**config.mk**
```make
export PLATFORM = sky130hd
export DESIGN_NAME = router_packet_arbiter
export DESIGN_NICKNAME = d
export VERILOG_FILES = /design/src/rtl/router_packet_arbiter.sv
export SDC_FILE = /design/constraint.sdc
export NUM_CORES = 1
export LEC_CHECK = 0
export ABC_CLOCK_PERIOD_IN_PS = 1900
export CAP_MARGIN = 40
export CELL_PAD_IN_SITES_DETAIL_PLACEMENT = 1
export CELL_PAD_IN_SITES_GLOBAL_PLACEMENT = 1
export CORE_MARGIN = 2
export CORE_UTILIZATION = 28
export DETAILED_ROUTE_END_ITERATION = 10
export GPL_TIMING_DRIVEN = 0
export PLACE_DENSITY = 0.76
export SLEW_MARGIN = 25
export SYNTH_ARGS = -nofsm -noshare
export SYNTH_HDL_FRONTEND = slang
export SYNTH_SLANG_ARGS = --single-unit
```
**constraint.sdc**
```tcl
create_clock -name clk -period 1.9 [get_ports clk]
set_input_delay 0.57 -clock clk [delete_from_list [all_inputs] [get_ports clk]]
set_output_delay 0.57 -clock clk [all_outputs]
set_load 0.01 [all_outputs]
```
**src/rtl/router_packet_arbiter.sv**
```systemverilog
// ---------------------------------------------------------------------------
// router_packet_arbiter
//
// Packet-level round-robin arbiter for the BrainDrizzle router. Merges NUM_IN
// ingress word streams (0=top, 1=bot, 2=BD) onto one registered egress stream.
// A packet is a run of DATA_W-bit words; bit DATA_W-1 is the tail flag and is
// set only on the last word. A grant is held from the first word to the tail,
// so packets are never interleaved.
//
// Optional feature macro: PKT_TIMEOUT_EN
//   When defined, a per-grant word counter forces the tail bit on word number
//   MAX_PKT_LEN of a packet that has not ended yet, releases the grant and
//   pulses err_timeout for one cycle. The rest of that packet is arbitrated
//   later as a new packet. When undefined, err_timeout is tied low and a grant
//   is held until a real tail arrives.
//
// Ports:
//   clk          router clock
//   reset        asynchronous, active-high reset
//   in_data      NUM_IN*DATA_W concatenated ingress words, port i at
//                [i*DATA_W +: DATA_W]
//   in_valid     per-port word available
//   in_ready     per-port word accepted this cycle (combinational)
//   out_data     registered egress word
//   out_valid    registered egress valid
//   out_ready    downstream accepts the egress word
//   grant_id     index of the port currently (or last) granted
//   busy         high while a packet grant is held (mirrors FSM state BUSY)
//   err_timeout  one-cycle pulse on forced packet termination
//
// Handshake: on every interface a word moves on a rising clk edge exactly
// when valid and ready are both high in the cycle before that edge. A source
// holds valid and data stable until the word moves; ready may depend
// combinationally on valid. The egress stage holds out_data/out_valid stable
// while out_valid=1 and out_ready=0.
//
// The FSM state is externally visible: busy=1 exactly when the FSM is in
// BUSY, and grant_id holds the granted port.
//
// Supports NUM_IN from 2 to 4 (grant_id is 2 bits wide).
// ---------------------------------------------------------------------------
module router_packet_arbiter #(
  parameter int NUM_IN      = 3,
  parameter int DATA_W      = 11,
  parameter int MAX_PKT_LEN = 16
) (
  input  logic                     clk,
  input  logic                     reset,
  input  logic [NUM_IN*DATA_W-1:0] in_data,
  input  logic [NUM_IN-1:0]        in_valid,
  output logic [NUM_IN-1:0]        in_ready,
  output logic [DATA_W-1:0]        out_data,
  output logic                     out_valid,
  input  logic                     out_ready,
  output logic [1:0]               grant_id,
  output logic                     busy,
  output logic                     err_timeout
);

  typedef enum logic {
    ST_IDLE = 1'b0,
    ST_BUSY = 1'b1
  } state_t;

  // -------------------------------------------------------------------------
  // Registers
  // -------------------------------------------------------------------------
  state_t              r_state;
  logic [1:0]          r_rr_ptr;     // port searched first in the next IDLE
  logic [1:0]          r_grant;
  logic                r_busy;
  logic [DATA_W-1:0]   r_out_data;
  logic                r_out_valid;

  // -------------------------------------------------------------------------
  // Combinational signals
  // -------------------------------------------------------------------------
  logic [3:0]          w_req_pad;    // in_valid widened so a 2-bit index always fits
  logic                w_slot_free;  // egress register can take a word this cycle
  logic                w_gnt_valid;  // granted port has a word available
  logic                w_xfer;       // a word moves from the granted port this cycle
  logic [DATA_W-1:0]   w_word;       // word presented by the granted port
  logic [DATA_W-1:0]   w_out_word;   // word as written into the egress register
  logic                w_release;    // this transfer ends the grant
  logic [1:0]          w_rr_next;
  logic                w_req_hit;
  logic [1:0]          w_req_pick;
  logic [2:0]          w_sum;

  assign w_req_pad   = 4'(in_valid);
  assign w_slot_free = ~r_out_valid | out_ready;
  assign w_gnt_valid = w_req_pad[r_grant];
  assign w_xfer      = (r_state == ST_BUSY) & w_gnt_valid & w_slot_free;

  // Granted-port data mux, unrolled over a constant port index.
  always_comb begin
    w_word = '0;
    for (int p = 0; p < NUM_IN; p++) begin
      if (r_grant == 2'(p)) begin
        w_word = in_data[p*DATA_W +: DATA_W];
      end
    end
  end

  // Only the granted port sees ready, and only while BUSY with room in the
  // egress register. No word moves during the IDLE arbitration cycle.
  always_comb begin
    in_ready = '0;
    for (int p = 0; p < NUM_IN; p++) begin
      in_ready[p] = (r_state == ST_BUSY) && (r_grant == 2'(p)) &&
                    in_valid[p] && w_slot_free;
    end
  end

  // Rotating-priority search: first requester at or after r_rr_ptr, modulo
  // NUM_IN. Only the first hit is kept.
  always_comb begin
    w_req_hit  = 1'b0;
    w_req_pick = '0;
    w_sum      = '0;
    for (int k = 0; k < NUM_IN; k++) begin
      w_sum = {1'b0, r_rr_ptr} + 3'(k);
      if (w_sum >= 3'(NUM_IN)) begin
        w_sum = w_sum - 3'(NUM_IN);
      end
      if (!w_req_hit && w_req_pad[w_sum[1:0]]) begin
        w_req_hit  = 1'b1;
        w_req_pick = w_sum[1:0];
      end
    end
  end

  // The port just served gets the lowest priority next time.
  assign w_rr_next = (r_grant == 2'(NUM_IN - 1)) ? 2'd0 : r_grant + 2'd1;

`ifdef PKT_TIMEOUT_EN
  localparam int            CW       = $clog2(MAX_PKT_LEN + 1);
  localparam logic [CW-1:0] CNT_LAST = CW'(MAX_PKT_LEN - 1);

  logic [CW-1:0] r_word_cnt;    // words already transferred in this grant
  logic          r_err_timeout;
  logic          w_timeout;

  // The word being transferred is number r_word_cnt+1; when that reaches
  // MAX_PKT_LEN without a tail, the packet is cut here.
  assign w_timeout   = w_xfer & ~w_word[DATA_W-1] & (r_word_cnt == CNT_LAST);
  assign w_out_word  = {w_word[DATA_W-1] | w_timeout, w_word[DATA_W-2:0]};
  assign w_release   = w_xfer & (w_word[DATA_W-1] | w_timeout);
  assign err_timeout = r_err_timeout;
`else
  assign w_out_word  = w_word;
  assign w_release   = w_xfer & w_word[DATA_W-1];
  assign err_timeout = 1'b0;
`endif

  // -------------------------------------------------------------------------
  // FSM, egress register and grant bookkeeping
  // -------------------------------------------------------------------------
  always_ff @(posedge clk or posedge reset) begin
    if (reset) begin
      r_state       <= ST_IDLE;
      r_rr_ptr      <= '0;
      r_grant       <= '0;
      r_busy        <= 1'b0;
      r_out_data    <= '0;
      r_out_valid   <= 1'b0;
`ifdef PKT_TIMEOUT_EN
      r_word_cnt    <= '0;
      r_err_timeout <= 1'b0;
`endif
    end else begin
`ifdef PKT_TIMEOUT_EN
      r_err_timeout <= w_timeout;
`endif

      // Egress stage: load on transfer, otherwise drain when accepted.
      // out_data is left untouched when draining so it only changes on load.
      if (w_xfer) begin
        r_out_data  <= w_out_word;
        r_out_valid <= 1'b1;
      end else if (out_ready) begin
        r_out_valid <= 1'b0;
      end

      case (r_state)
        ST_IDLE: begin
          if (w_req_hit) begin
            r_grant    <= w_req_pick;
            r_busy     <= 1'b1;
            r_state    <= ST_BUSY;
`ifdef PKT_TIMEOUT_EN
            r_word_cnt <= '0;
`endif
          end
        end
        ST_BUSY: begin
`ifdef PKT_TIMEOUT_EN
          if (w_xfer) begin
            r_word_cnt <= r_word_cnt + 1'b1;
          end
`endif
          // grant_id keeps its value after release; only rr_ptr moves on.
          if (w_release) begin
            r_state  <= ST_IDLE;
            r_busy   <= 1'b0;
            r_rr_ptr <= w_rr_next;
          end
        end
        default: begin
          r_state <= ST_IDLE;
          r_busy  <= 1'b0;
        end
      endcase
    end
  end

  assign out_data  = r_out_data;
  assign out_valid = r_out_valid;
  assign grant_id  = r_grant;
  assign busy      = r_busy;

endmodule

```
==> reports/results.tsv <==
metric	value	unit
outcome	completed	
num_rows	23	
grt_pass1_wl	6.82	mm
drive_gt1_share	21.6	%
antenna_cells	0	
multi_input_area	732	um2
die_w	69.0	um
coreArea	4030	um2
ctsHoldBuffers	0	
seq_area	452	um2
cts_max_level	1	
fp.dieH	69.0	um
hold_viol	0	
slew_headroom	52.6	%
netlist_area	1180	um2
drt-met1-wl	1.68	mm
report.final.slew_viol_count	0	
timing.hold.ws	484	ps
area_growth	67.8	%
grt_max_degree	19	
fillers	481	
dr.max_layer_used	met4	
ys_types	30	
syn-num-nets	183	
finClkSkew	1.63	ps
first_global_vias	1430	
utilization	49.3	%
yosysWarnings	0	
synthFlopType	dfrtp_1	
cts_made_buffers	3	
finalWeightedCongestion	0.713	
vdd_drop_max	0.000512	V
synthCells	141	
synth_area_leaders	dfrtp_1, mux2i_1, nand2_1	
fin_crit	1840	ps
yosysSeqAreaShare	38.1	%
grtUsageTotal	17.4	%
dieArea	4760	um2
wire_per_inst	16.9	um
synth_edf_count	0	
route.met2.wl	2.31	mm
fmax	0.544	GHz
cts.sinks	18	
endpoint_kind	primary output	
worstSetupPathType	reg -> out	
hpwl	3.17	mm
setup_viol	0	
first_pass_iters	4	
path_max_fanout	6	
final_common_cell	clkdlybuf4s50_1	
path_clk_slew	70	ps
synth_seq_cells	18	
antenna_found_initial	0	
start_kind	flop	
initialDrtViolationCount	19	
worst_pin_slew	710	ps
p_leak	0.885	nW
worstPathRequired	1330	ps
yosysTopAreaCell	dfrtp_1	
syn_avg_cell_area	8.39	um2
port-buffer-count	56	
ctsRootBufferMaster	clkbuf_8	
synth_top_area_share	38.1	%
viasPerCell	5.05	
routed_wl	4.36	mm
drc	0	
drv_cap	0	
clk_path_buf_depth	2	
cts_tree	yes	
num_io_pins	58	
grt_overflow	0	
final_cell_mix	clkdlybuf4s50_1, nand2_1, dfrtp_1	
powerDensity	1440	nW/um2
post-route-period-util	96.7	%
nets	251	
synthArstFlopShare	100	%
initial_core_util	29.4	%
num_vias	1302	
ant_nets	0	
hp-class	reg -> reg	
insertion_delay	260	ps
route.met3.wl	297	um
worstPathArrival	1270	ps
critical path: stages (launching register included):
cell and delay (ps):
dfrtp_1 390, buf_6 140, nand3b_1 220, nor2_2 120
buf_2 140
Yosys cell counts, drive strengths merged, types with 2 or more instances:
cell    number
mux2i       14
buf          6
nand2       21
a31oi        3
clkbuf       2
o21ai       14
inv          9
ha           3
nor3         4
nand3b       2
a21oi       15
nor2        15
dfrtp       18
layer usage:
layer / vias up / global-route usage (%)
met1: 622 / 19.9
met5: - / 0
met2: 54 / 32.9
met4: 0 / 3.92
li1: 619 / -
met3: 7 / 3.65
per-stage QoR:
step | total power [W] | std cells | instance area (um2) | setup WS [ps] | TNS, ps
floorplan | 0.00160 | 141 | 1180 | 196 | 0
global placement | 0.00219 | 247 | 1810 | -777 | -6070
detailed placement | 0.00226 | 247 | 1810 | -796 | -7270
CTS | 0.00272 | 253 | 1930 | -0.0291 | -0.0291
global route | 0.00308 | 258 | 1990 | -23.2 | -23.2
finish | 0.00285 | 258 | 1990 | 62.6 | 0
final timing paths:
path | start | endpoint | slack (ps) | cells past startpoint
worst max-delay path | grant_id[0] | in_ready[2] | 60 | 4
max in group asynchronous | reset | grant_id[1] | 680 | 2
worst min register to register | out_data[2] | out_data[2] | 480 | 2
worst max register to register | r_rr_ptr[0] | grant_id[0] | 80 | 8
worst min-delay path | out_data[2] | out_data[2] | 480 | 2
min in group asynchronous | reset | out_data[8] | 730 | 2
repair_timing:
action                     in CTS  in global routing
pin swaps                       1                  4
hold endpoints to repair        0                  0
gates resized for setup        35                 18
setup endpoints to repair      19                  6
setup buffers                   2                  5
cells by family (layout without fill, tap and decap cells):
family	count (synthesis)	count (layout)	synth area share, %
buf+inv	17	84	6.66
simple gates	47	47	18.5
fa+ha+maj	3	3	3.17
compound gates	41	41	21.5
flops	18	18	38.1
mux	14	14	11.8
other cells	1	1	0.317
registers in the layout, indices dropped and copies added, names as in the netlist:
signal	flops
out_valid	1
out_data	11
busy	1
grant_id	2
r_rr_ptr	2
r_state	1
layout make-up:
class                   instances  share of cell area (%)
flip-flops and latches         18                    22.7
repair buffers                 63                    29.2
clock buffers                   4                    2.77
plain buffers                   8                    3.34
multi-input cells             106                    36.9
well taps                      50                    3.15
inverters                       9                    1.89
power by group:
part / internal, W / switching [W]
combinational: 0.000888 / 0.000944
sequential: 0.000561 / 0.000139
clock: 0.000184 / 0.000133
No activity file was read; power rests on OpenSTA's default activity.
